==> src/rtl/zxbus_dma_pkg.sv <==
// Shared definitions for the ZX-bus <-> NGS memory byte DMA engine.
package zxbus_dma_pkg;

    localparam int unsigned ADDR_W_DEF = 19;
    localparam int unsigned LEN_W_DEF  = 16;

    typedef enum logic [2:0] {
        IDLE,
        WAIT_ZX,
        MEM,
        FLAG,
        FIN
    } state_e;

endpackage

==> src/rtl/zxbus_dma.sv <==
// Byte-at-a-time DMA between the ZX data port (data_bit handshake) and NGS memory.
// dir 0 moves ZX writes into memory; dir 1 feeds memory bytes to ZX reads.
module zxbus_dma
    import zxbus_dma_pkg::*;
#(
    parameter int unsigned ADDR_W = ADDR_W_DEF,
    parameter int unsigned LEN_W  = LEN_W_DEF
) (
    input  logic              cpu_clock,
    input  logic              rst,
    input  logic [ADDR_W-1:0] cfg_addr,
    input  logic [LEN_W-1:0]  cfg_len,
    input  logic              cfg_dir,
    input  logic              cfg_start,
    input  logic              cfg_abort,
    input  logic [7:0]        data_reg_out,
    input  logic              data_bit,
    output logic [7:0]        data_reg_in,
    output logic              data_bit_in,
    output logic              data_bit_wr,
    output logic              mem_req,
    output logic              mem_we,
    output logic [ADDR_W-1:0] mem_addr,
    output logic [7:0]        mem_wdata,
    input  logic [7:0]        mem_rdata,
    input  logic              mem_ack,
    output logic              busy,
    output logic              done,
    output logic              aborted,
    output logic [LEN_W-1:0]  remaining
);

    state_e state, state_d;
    logic   dir_q;
    logic   abort_pend;
    logic   accept;
    logic   latch_wdata;
    logic   latch_rdata;
    logic   step;
    logic   set_abort;
    logic   set_pend;

    // Next-state and per-cycle action decode
    always_comb begin
        state_d     = state;
        accept      = 1'b0;
        latch_wdata = 1'b0;
        latch_rdata = 1'b0;
        step        = 1'b0;
        set_abort   = 1'b0;
        set_pend    = 1'b0;
        case (state)
            IDLE: begin
                if (cfg_start && !cfg_abort) begin
                    accept  = 1'b1;
                    state_d = (cfg_len == '0) ? FIN : WAIT_ZX;
                end
            end
            WAIT_ZX: begin
                if (cfg_abort) begin
                    set_abort = 1'b1;
                    state_d   = FIN;
                end else if (!dir_q && data_bit) begin
                    latch_wdata = 1'b1;
                    state_d     = MEM;
                end else if (dir_q && !data_bit) begin
                    state_d = MEM;
                end
            end
            MEM: begin
                set_pend = cfg_abort;
                if (mem_ack) begin
                    latch_rdata = dir_q;
                    if (abort_pend || cfg_abort) begin
                        set_abort = 1'b1;
                        state_d   = FIN;
                    end else begin
                        state_d = FLAG;
                    end
                end
            end
            FLAG: begin
                if (cfg_abort) begin
                    set_abort = 1'b1;
                    state_d   = FIN;
                end else begin
                    step    = 1'b1;
                    state_d = (remaining == LEN_W'(1)) ? FIN : WAIT_ZX;
                end
            end
            FIN:     state_d = IDLE;
            default: state_d = IDLE;
        endcase
    end

    // The flag load must land before the next WAIT_ZX samples data_bit
    assign data_bit_wr = (state == FLAG) && !cfg_abort;
    assign data_bit_in = (state == FLAG) && dir_q;

    // State and control/status flags
    always_ff @(posedge cpu_clock or posedge rst) begin
        if (rst) begin
            state      <= IDLE;
            dir_q      <= 1'b0;
            abort_pend <= 1'b0;
            mem_req    <= 1'b0;
            mem_we     <= 1'b0;
            busy       <= 1'b0;
            done       <= 1'b0;
            aborted    <= 1'b0;
        end else begin
            state      <= state_d;
            abort_pend <= (state_d == MEM) && (abort_pend || set_pend);
            mem_req    <= (state_d == MEM);
            mem_we     <= (state_d == MEM) && !dir_q;
            done       <= (state == FIN);
            if (accept) begin
                dir_q   <= cfg_dir;
                busy    <= 1'b1;
                aborted <= 1'b0;
            end else begin
                if (state == FIN) busy <= 1'b0;
                if (set_abort) aborted <= 1'b1;
            end
        end
    end

    // Address / length counters and data holding registers
    always_ff @(posedge cpu_clock or posedge rst) begin
        if (rst) begin
            mem_addr    <= '0;
            remaining   <= '0;
            mem_wdata   <= '0;
            data_reg_in <= '0;
        end else begin
            if (accept) begin
                mem_addr  <= cfg_addr;
                remaining <= cfg_len;
            end else if (step) begin
                mem_addr  <= mem_addr + ADDR_W'(1);
                remaining <= remaining - LEN_W'(1);
            end
            if (latch_wdata) mem_wdata <= data_reg_out;
            if (latch_rdata) data_reg_in <= mem_rdata;
        end
    end

endmodule

==> config.mk <==
export PLATFORM = sky130hd
export DESIGN_NAME = zxbus_dma
export DESIGN_NICKNAME = d
export VERILOG_FILES = /design/src/rtl/zxbus_dma_pkg.sv /design/src/rtl/zxbus_dma.sv
export SDC_FILE = /design/constraint.sdc
export NUM_CORES = 1
export LEC_CHECK = 0
export CORE_UTILIZATION = 45
export DETAILED_ROUTE_END_ITERATION = 7
export PLACE_DENSITY = 0.81
export REMOVE_ABC_BUFFERS = 1
export SLEW_MARGIN = 20
export SYNTH_ARGS = -nofsm -noshare
export SYNTH_HDL_FRONTEND = slang
export SYNTH_SLANG_ARGS = --single-unit
==> constraint.sdc <==
create_clock -name cpu_clock -period 2.8 [get_ports cpu_clock]
set_input_delay 0.56 -clock cpu_clock [delete_from_list [all_inputs] [get_ports cpu_clock]]
set_output_delay 0.56 -clock cpu_clock [all_outputs]
set_load 0.01 [all_outputs]
==> flow_metrics.tcl <==
set metrics [dict create \
    power.density_mw_per_mm2 981 \
    worst_path_dominant_cell_family "buffers and inverters" \
    crit_path_max_fanout 3 \
    globalRoute.totalOverflow 0 \
    hold-path-cell-count 1 \
    global_route.usage.total 0.235 \
    post_synthesis_cell_count 321 \
    routed_via_density 5.70 \
    reg2reg_slack_ns 0.57 \
    setup-tns-final_ns 0 \
    critical_path.reg2reg.startpoint "mem_addr[0]" \
    critical_path_arrival_ns 1.93 \
    power.leakage_nw 1.92 \
    synth.ff_latch_count 61 \
    worst_clock_skew_ns 0.00567 \
    cp.buffers_inverters 3 \
    cell_repeated_most_along_the_worst_path "clkdlybuf4s50_1" \
    synth_sequential_area_ratio 0.483 \
    die_height_um 85.8 \
    chain_of_cells_forming_the_critical_path "clkdlybuf4s50_1 -> nand4bb_1 -> inv_2 -> clkdlybuf4s50_1" \
    antenna_left 0 \
    num_rows 30 \
    cp_slowest_stage_delay_ns 0.57 \
    postCtsSetupRepairBufs 0 \
    drcViolationCount 0 \
    largest_net_degree_at_the_start_of_global_routing 62 \
    core_area_mm2 0.00679 \
    syn-cell-area_mm2 0.00316 \
    rsz0062_at_grt "false" \
    postCtsResizedCells 0 \
    post_cts_hold_buffer_count 0 \
    initial_antenna_violation_count 0 \
    drive_gt1_frac 0.0958 \
    warnings_from_yosys 0 \
    synth-async-reset-ratio 1.00 \
    worst_hold_path_type "reg -> reg" \
    setup_ws_ns 0.308 \
    cts.root.buffer_cell "clkbuf_8" \
    buffer_ports.inserted 115 \
    dp.final_hpwl_um 6080 \
    layout_worst_path_cycle_share 0.890 \
    cp_data_required_time_ns 2.24 \
    preCtsSetupSlack_ns 0.223 \
    die_x_um 85.8 \
    fillCellCount 546 \
    worst_setup_hold_path_clk_slew_ns 0.07 \
    layout_commonest_cell "clkdlybuf4s50_1" \
    area_growth_pct 48.5 \
    report.final.setup_viol 0 \
    vias 3108 \
    yosysUniqueCellTypes 51 \
    slew_violations 0 \
    clock_path_buffers 2 \
    outcome "finished clean" \
    num-nets-final 506 \
    grt_first_pass_wirelength_um 13600 \
    layout_min_cycle_time_ns 2.49 \
    cts-buffers-inserted 9 \
    ir_worst_vdd_mv 0.522 \
    tritoncts "built" \
    timing.max_slew.rel_slack 0.386 \
    worstMarginPinSlew_ns 0.922 \
    worst_setup_path_end_kind "primary output" \
    reg_to_reg_end "mem_addr[18]" \
    area_of_the_die_mm2 0.00737 \
    final_wl_um 8480 \
    netlist.top_cell.by_area "dfrtp_1" \
    final_cell_mix "115 x clkdlybuf4s50_1, 61 x dfrtp_1, 42 x nand2_1, 19 x o21ai_1, 19 x nand3_1" \
    r2r_cells 5 \
    synthFlopType "dfrtp_1" \
    grt_pass1_vias 2964 \
    hold-path-endpoint "data_reg_in[6]" \
    antenna-diode-count 0 \
    timing.setup.critical_path_class "in -> out" \
    syn_area_per_cell_um2 9.85 \
    htree_num_levels 3 \
    clk-insertion-delay-late_ns 0.33 \
    crit_path_start_kind "input port" \
    yosys.area.top_type_share 0.483 \
    number_of_enable_type_register_cells_in_the_synthesized_netlist 0 \
    wl_per_cell_um 15.6 \
    synth.top_cells.by_area "dfrtp_1 48%, nand2_1 5.0%, mux2_2 3.2%" \
    starting_density_of_the_core 0.466 \
    hold_start "data_reg_in[6]" \
    max_freq_mhz 401 \
    drt_pre_antenna_iters 5 \
    drtIter0Drc 167 \
    clock_sinks 61 \
    num_io_pins 116 \
    globalplace.congestion 0.882 \
    finalHoldViolCount 0 \
    maxCapViolations 0 \
    library_cell_contributing_the_largest_single_delay_on_the_critical_path "clkdlybuf4s50_1" \
]
## kinds of logic after synthesis
group / after synthesis / synth area share
compound gates: 71 / 0.155
xor+xnor: 11 / 0.0305
mux: 16 / 0.0570
flops: 61 / 0.483
simple gates: 134 / 0.232
buf+inv: 25 / 0.0312
fa+ha+maj: 3 / 0.0119
## cell usage after synthesis (4+ instances only)
| master | n |
|---|---|
| inv_1 | 12 |
| nor2_1 | 17 |
| and4_1 | 4 |
| a22oi_1 | 7 |
| xnor2_1 | 5 |
| nand4_1 | 10 |
| nand3_1 | 19 |
| nand2_1 | 42 |
| clkbuf_1 | 5 |
| o21ai_1 | 19 |
| dfrtp_1 | 61 |
| nor3_1 | 6 |
| xor2_1 | 6 |
| or4_1 | 6 |
| mux2_2 | 9 |
| a21oi_1 | 8 |
| o311ai_1 | 6 |
| nor4_1 | 9 |
| mux2_1 | 7 |
| o211ai_1 | 8 |
| buf_2 | 4 |
## flip-flops by register name, indices dropped and copies added (netlist names)
name and cells:
state 3, mem_wdata 8, dir_q 1, mem_we 1, aborted 1, remaining 16, busy 1, done 1
mem_req 1, abort_pend 1, mem_addr 19, data_reg_in 8
## worst max path at each step
stage	startpoint	endpoint	slack (ns)	cells past startpoint
floorplan	cfg_abort	remaining[15]	0.38	5
global route	cfg_abort	data_bit_wr	0.26	4
CTS	cfg_abort	data_bit_wr	0.31	4
finish	cfg_abort	data_bit_wr	0.31	4
detailed placement	cfg_abort	remaining[7]	0.22	7
global placement	cfg_abort	remaining[7]	0.27	7
## worst register-to-register path: cells and delay by family (launching register included)
| kind | cells | cell delay, ns |
|---|---|---|
| and+or+nand+nor | 4 | 1.43 |
| DFF | 1 | 0.47 |
| adders and majority gates | 1 | 0.28 |
## power by group
part           switching [mW]  total, mW  internal [mW]
Combinational           0.875       2.01           1.14
Sequential              0.478       1.74           1.27
Clock                   0.333      0.848          0.516
Total                    1.69       4.61           2.92
## routing by layer
layer,GRT usage,vias to the layer above,share of wire
met4,0.114,0,0.019
met3,0.0539,18,0.075
met2,0.364,151,0.48
li1,-,1463,-
met5,0,-,0
met1,0.313,1476,0.43
## area by class of cell
| type | count | area [um2] | share of cell area |
|---|---|---|---|
| multi-input cells | 235 | 1540 | 0.327 |
| flip-flops and latches | 61 | 1530 | 0.325 |
| repair buffers | 125 | 1250 | 0.266 |
| clock buffers | 10 | 138 | 0.0293 |
| well taps | 96 | 120 | 0.0256 |
| clock inverters | 5 | 75.1 | 0.0160 |
| inverters | 13 | 48.8 | 0.0104 |
## metrics by stage
| stage | instance area [um2] | cells | hold slack, ns | util | power, mW |
|---|---|---|---|---|---|
| 2_1_floorplan | 3110 | 309 | 0.501 | - | 2.64 |
| 3_3_place_gp | 4480 | 530 | 0.473 | 0.660 | 3.70 |
| 3_5_place_dp | 4480 | 530 | 0.481 | 0.660 | 3.76 |
| 4_1_cts | 4700 | 545 | 0.496 | 0.691 | 4.62 |
| 5_1_grt | 4700 | 545 | 0.512 | 0.691 | 4.89 |
| 6_report | 4700 | 545 | 0.492 | 0.691 | 4.61 |
No activity file was read; power rests on OpenSTA's default activity.
